<file path="config.mk">
export PLATFORM = sky130hd
export DESIGN_NAME = bist_seq_ctrl
export DESIGN_NICKNAME = d
export VERILOG_FILES = /design/src/rtl/bist_seq_ctrl.sv
export SDC_FILE = /design/constraint.sdc
export NUM_CORES = 1
export LEC_CHECK = 0
export CAP_MARGIN = 20
export CORE_MARGIN = 2
export CORE_UTILIZATION = 46
export DETAILED_ROUTE_END_ITERATION = 8
export PLACE_DENSITY = 0.81
export SYNTH_ARGS = -nofsm -noshare
export SYNTH_HDL_FRONTEND = slang
export SYNTH_SLANG_ARGS = --single-unit
</file>
<file path="constraint.sdc">
create_clock -name clk -period 1.4 [get_ports clk]
set_input_delay 0.35 -clock clk [delete_from_list [all_inputs] [get_ports clk]]
set_output_delay 0.35 -clock clk [all_outputs]
set_load 0.1 [all_outputs]
</file>
<file path="src/rtl/bist_seq_ctrl.sv">
// Logic-BIST sequencer: drives scan enable through shift/capture windows,
// counts patterns, flushes the last response into the MISR and checks the
// final signature against a golden value.
`timescale 1ns/1ps
module bist_seq_ctrl #(
  parameter int unsigned         SIG_LEN    = 13,
  parameter int unsigned         CHAIN_LEN  = 16,
  parameter int unsigned         PAT_NUM    = 4,
  parameter logic [SIG_LEN-1:0]  GOLDEN_SIG = '0
) (
  input  logic                             clk,
  input  logic                             rst,
  input  logic                             start,
  input  logic [SIG_LEN-1:0]               sig,
  output logic                             test_se,
  output logic                             misr_rst_n,
  output logic                             busy,
  output logic                             done,
  output logic                             pass,
  output logic [$clog2(PAT_NUM+1)-1:0]     pat_cnt
);

  localparam int unsigned PCW = $clog2(PAT_NUM + 1);
  localparam int unsigned SCW = $clog2(CHAIN_LEN + 1);

  localparam logic [SCW-1:0] SHIFT_LAST = SCW'(CHAIN_LEN - 1);
  localparam logic [PCW-1:0] PAT_MAX    = PCW'(PAT_NUM);
  localparam logic [PCW-1:0] PAT_LAST   = PCW'(PAT_NUM - 1);

  typedef enum logic [2:0] {
    S_IDLE    = 3'd0,
    S_INIT    = 3'd1,
    S_SHIFT   = 3'd2,
    S_CAPTURE = 3'd3,
    S_UNLOAD  = 3'd4,
    S_CHECK   = 3'd5,
    S_DONE    = 3'd6
  } state_e;

  state_e           state_q, state_d;
  logic [SCW-1:0]   shift_cnt_q, shift_cnt_d;
  logic [PCW-1:0]   pat_cnt_q, pat_cnt_d;
  logic             pass_q, pass_d;
  logic             test_se_q, test_se_d;
  logic             busy_q, busy_d;
  logic             done_q, done_d;

  // Next-state, counter and registered-output decode.
  always_comb begin
    state_d     = state_q;
    shift_cnt_d = shift_cnt_q;
    pat_cnt_d   = pat_cnt_q;
    pass_d      = pass_q;

    case (state_q)
      S_IDLE: begin
        if (start) state_d = S_INIT;
      end
      S_INIT: begin
        pat_cnt_d   = '0;
        shift_cnt_d = '0;
        pass_d      = 1'b0;
        state_d     = S_SHIFT;
      end
      S_SHIFT: begin
        if (shift_cnt_q == SHIFT_LAST) begin
          shift_cnt_d = '0;
          state_d     = S_CAPTURE;
        end else begin
          shift_cnt_d = shift_cnt_q + SCW'(1);
        end
      end
      S_CAPTURE: begin
        shift_cnt_d = '0;
        pat_cnt_d   = (pat_cnt_q == PAT_MAX) ? PAT_MAX : pat_cnt_q + PCW'(1);
        // Next load overlaps the unload of this response; the last one needs a pure flush.
        state_d     = (pat_cnt_q < PAT_LAST) ? S_SHIFT : S_UNLOAD;
      end
      S_UNLOAD: begin
        if (shift_cnt_q == SHIFT_LAST) begin
          shift_cnt_d = '0;
          state_d     = S_CHECK;
        end else begin
          shift_cnt_d = shift_cnt_q + SCW'(1);
        end
      end
      S_CHECK: begin
        pass_d  = (sig == GOLDEN_SIG);
        state_d = S_DONE;
      end
      S_DONE: begin
        if (start) state_d = S_INIT;
      end
      default: state_d = S_IDLE;
    endcase

    test_se_d = (state_d == S_SHIFT) || (state_d == S_UNLOAD);
    busy_d    = (state_d != S_IDLE) && (state_d != S_DONE);
    done_d    = (state_d == S_DONE);
  end

  // State and output registers with synchronous reset.
  always_ff @(posedge clk) begin
    if (rst) begin
      state_q     <= S_IDLE;
      shift_cnt_q <= '0;
      pat_cnt_q   <= '0;
      pass_q      <= 1'b0;
      test_se_q   <= 1'b0;
      busy_q      <= 1'b0;
      done_q      <= 1'b0;
    end else begin
      state_q     <= state_d;
      shift_cnt_q <= shift_cnt_d;
      pat_cnt_q   <= pat_cnt_d;
      pass_q      <= pass_d;
      test_se_q   <= test_se_d;
      busy_q      <= busy_d;
      done_q      <= done_d;
    end
  end

  // MISR is held clear during reset and for the single INIT cycle.
  assign misr_rst_n = ~(rst | (state_q == S_INIT));

  assign test_se = test_se_q;
  assign busy    = busy_q;
  assign done    = done_q;
  assign pass    = pass_q;
  assign pat_cnt = pat_cnt_q;

endmodule

</file>
==> impl_metrics.json <==
{
  "status": "finished, violations left",
  "violations": "setup timing",
  "fin_nets": 148,
  "ir_drop_v": 0.000525,
  "cts.clk_slew.worst_paths_ns": 0.09,
  "die_w_um": 47.2,
  "core_area_sq_um": 1750,
  "clkSinkCount": 15,
  "dpl_cell_area_sq_um": 1250,
  "fin_ws_ns": -0.0399,
  "synth_cell_types": 36,
  "worst_pin_slew_ns": 0.263,
  "fmax_ghz": 0.694,
  "start_util_pct": 49.2,
  "min_period_ns": 1.44,
  "grt_pass1_wl_um": 3530,
  "synth-xor-area-share_pct": 4.22,
  "clock-root-buffer": "clkbuf_4",
  "track_usage_pct": 22.8,
  "drv_slew": 0,
  "total_power_uw": 949,
  "r2r_start": "state_q[1]$_SDFF_PP0_",
  "antenna_left": 0,
  "r2r_setup_slack_ns": 0.04,
  "slew_headroom_pct": 82.3,
  "die-area_sq_um": 2230,
  "rsz0062_at_grt": "true",
  "grt_pass1_vias": 840,
  "r2r_cells": 5,
  "cts_tree": "yes",
  "cp.required_ns": 1.05,
  "final_area_sq_um": 1300,
  "clock_latency_ns": 0.28,
  "cap_violations": 0,
  "ys_ff_latch": 15,
  "synthFlopType": "dfxtp_1",
  "vias_per_cell": 5.69,
  "min_period_over_period_pct": 103,
  "path_max_fanout": 3,
  "rr_endpoint": "state_q[0]$_SDFF_PP0_",
  "hpwl_um": 1560,
  "worstSetupPathType": "flip-flop to primary output",
  "min_from": "pat_cnt[1]$_SDFFE_PP0P_",
  "crit_path_start_kind": "flip-flop",
  "area_delta_synth_final_pct": 51.2,
  "cp_data_arrival_time_ns": 1.09,
  "grt_max_degree": 19,
  "synthCells": 100,
  "boundaryPins": 24,
  "stdcell_count": 153,
  "synthMuxAreaShare_pct": 1.75,
  "synthArstFlopShare_pct": 0,
  "cts_buffers": 3,
  "antennaDiodeCount": 0,
  "dr.pass1.iters": 4,
  "wl_per_cell_um": 13.8,
  "dieHeight_um": 47.2,
  "io_buffers": 23,
  "synth-edff-count": 0,
  "synth_top_family_by_area": "simple AND/OR/NAND/NOR gates",
  "setup_violations": 1,
  "leakagePower_uw": 0.000478,
  "place_congestion": 0.773,
  "drt_iter0_drc": 23,
  "place_inst": 148,
  "hold_depth": 2,
  "holdPathEnd": "pat_cnt[1]$_SDFFE_PP0P_",
  "finalClockSkew_ns": 0.000673,
  "rows": 15,
  "synth_area_sq_um": 860,
  "ys_seq_area_share_pct": 34.9,
  "syn_nets": 119,
  "h-tree-depth": 1,
  "drt_wl_total_um": 2110,
  "synth-simple-area-share_pct": 28.4,
  "drive_gt1_share_pct": 25.8,
  "num-fill-cells": 126,
  "hold_viol": 0,
  "antenna_found_initial": 0,
  "yosysWarnings": 0,
  "hold_path.class": "flip-flop to flip-flop",
  "synth-adder-area-share_pct": 4.37,
  "clock_path_buffers": 2,
  "drcViolationCount": 0,
  "p_per_area_nw_per_um2": 730,
  "postSynthAreaPerCell_sq_um": 8.60,
  "vias": 870,
  "gr-total-overflow": 0,
  "cp-end-kind": "primary output",
  "synth_compound_gate_area_share_pct": 17.8,
  "whs_ns": 0.509,
  "dp_slack_ns": -0.109
}
==> critical path, stage by stage (launching register included) <==
cell and delay, ns:
dfxtp_4 0.35, nand2b_4 0.15, nor2_4 0.10, nor2_4 0.04, buf_12 0.16
==> cell usage after synthesis, types with 2 or more instances <==
library cell | n | area, sq um
inv_1 | 4 | 15.0
nor4b_1 | 2 | 17.5
ha_1 | 3 | 37.5
nor2b_1 | 2 | 12.5
nand2_1 | 6 | 22.5
nor2_1 | 7 | 26.3
o21ai_0 | 4 | 20.0
nor3_1 | 2 | 10.0
clkbuf_1 | 2 | 7.51
a21o_1 | 2 | 15.0
nand3_1 | 8 | 40.0
dfxtp_1 | 15 | 300
buf_6 | 3 | 33.8
a21oi_1 | 11 | 55.1
nand2b_1 | 3 | 18.8
nand4_1 | 2 | 12.5
a32oi_1 | 2 | 17.5
nor4_1 | 3 | 18.8
buf_2 | 2 | 10.0
==> metal layers <==
| layer | track usage [%] | vias to the layer above | share of wire [%] |
|---|---|---|---|
| met2 | 36.5 | 34 | 49 |
| met1 | 28.4 | 409 | 43 |
| met5 | 0 | - | 0 |
| met3 | 5.00 | 6 | 5.4 |
| met4 | 12.2 | 0 | 2.6 |
| li1 | - | 421 | - |
==> flip-flops by register name, summed over array words and instances (netlist names) <==
| signal | cells |
|---|---|
| shift_cnt_q | 5 |
| pat_cnt | 3 |
| state_q | 3 |
| busy | 1 |
| done | 1 |
| pass | 1 |
| test_se | 1 |
==> where the power goes <==
group | leakage [uW] | total (uW) | internal (uW) | switching, uW
registers | 0.000126 | 445 | 433 | 12.2
logic | 0.000338 | 254 | 122 | 132
clock network | 0.0000150 | 250 | 111 | 139
total | 0.000478 | 949 | 666 | 283
==> kinds of logic after synthesis <==
family	count (synthesis)
flops	15
buf+inv	12
xor+xnor	2
simple gates	42
compound gates	25
mux	1
fa+ha+maj	3
==> through the flow <==
step / setup TNS [ns] / utilization, %
3_3_place_gp: -0.398 / 71.9
3_5_place_dp: -0.520 / 71.9
6_report: -0.0399 / 74.5
4_1_cts: -0.0468 / 74.5
5_1_grt: -0.0860 / 74.5
2_1_floorplan: -0.0517 / -
==> cells in the final DEF, fill, tap and decap left out, types with 3 or more instances in the layout <==
cell / count
clkbuf_4: 3
buf_4: 7
nor2_1: 5
nand3_1: 8
inv_1: 4
nor4_1: 3
a21oi_1: 11
nand2_1: 6
ha_1: 3
buf_12: 10
clkdlybuf4s50_1: 14
dfxtp_4: 4
dfxtp_1: 9
o21ai_0: 4
==> how the worst max path moves through the flow <==
stage                                startpoint    endpoint  slack, ns  cells after the start
after global placement                      rst  misr_rst_n      -0.11                      3
final                     state_q[1]$_SDFF_PP0_  misr_rst_n      -0.04                      4
after CTS                 state_q[1]$_SDFF_PP0_  misr_rst_n      -0.05                      4
after detailed placement                    rst  misr_rst_n      -0.11                      3
after floorplan           state_q[1]$_SDFF_PP0_  misr_rst_n      -0.05                      4
after global routing      state_q[1]$_SDFF_PP0_  misr_rst_n      -0.09                      4
==> area by class of cell <==
type                    instances  area [sq um]  area share (%)
repair buffers                 32           402            30.9
inverters                       4          15.0            1.15
clock buffers                   4          26.3            2.02
multi-input cells              73           508            39.1
flip-flops and latches         15           318            24.4
well taps                      25          31.3            2.41
==> what timing repair did <==
item	CTS	global route
setup buffers	1	0
hold endpoints to repair	0	0
pin swaps	1	0
hold buffers	0	0
resized for setup	6	0
endpoints found under the setup margin	1	1
Note: power is estimated with default switching activity, not from simulation.
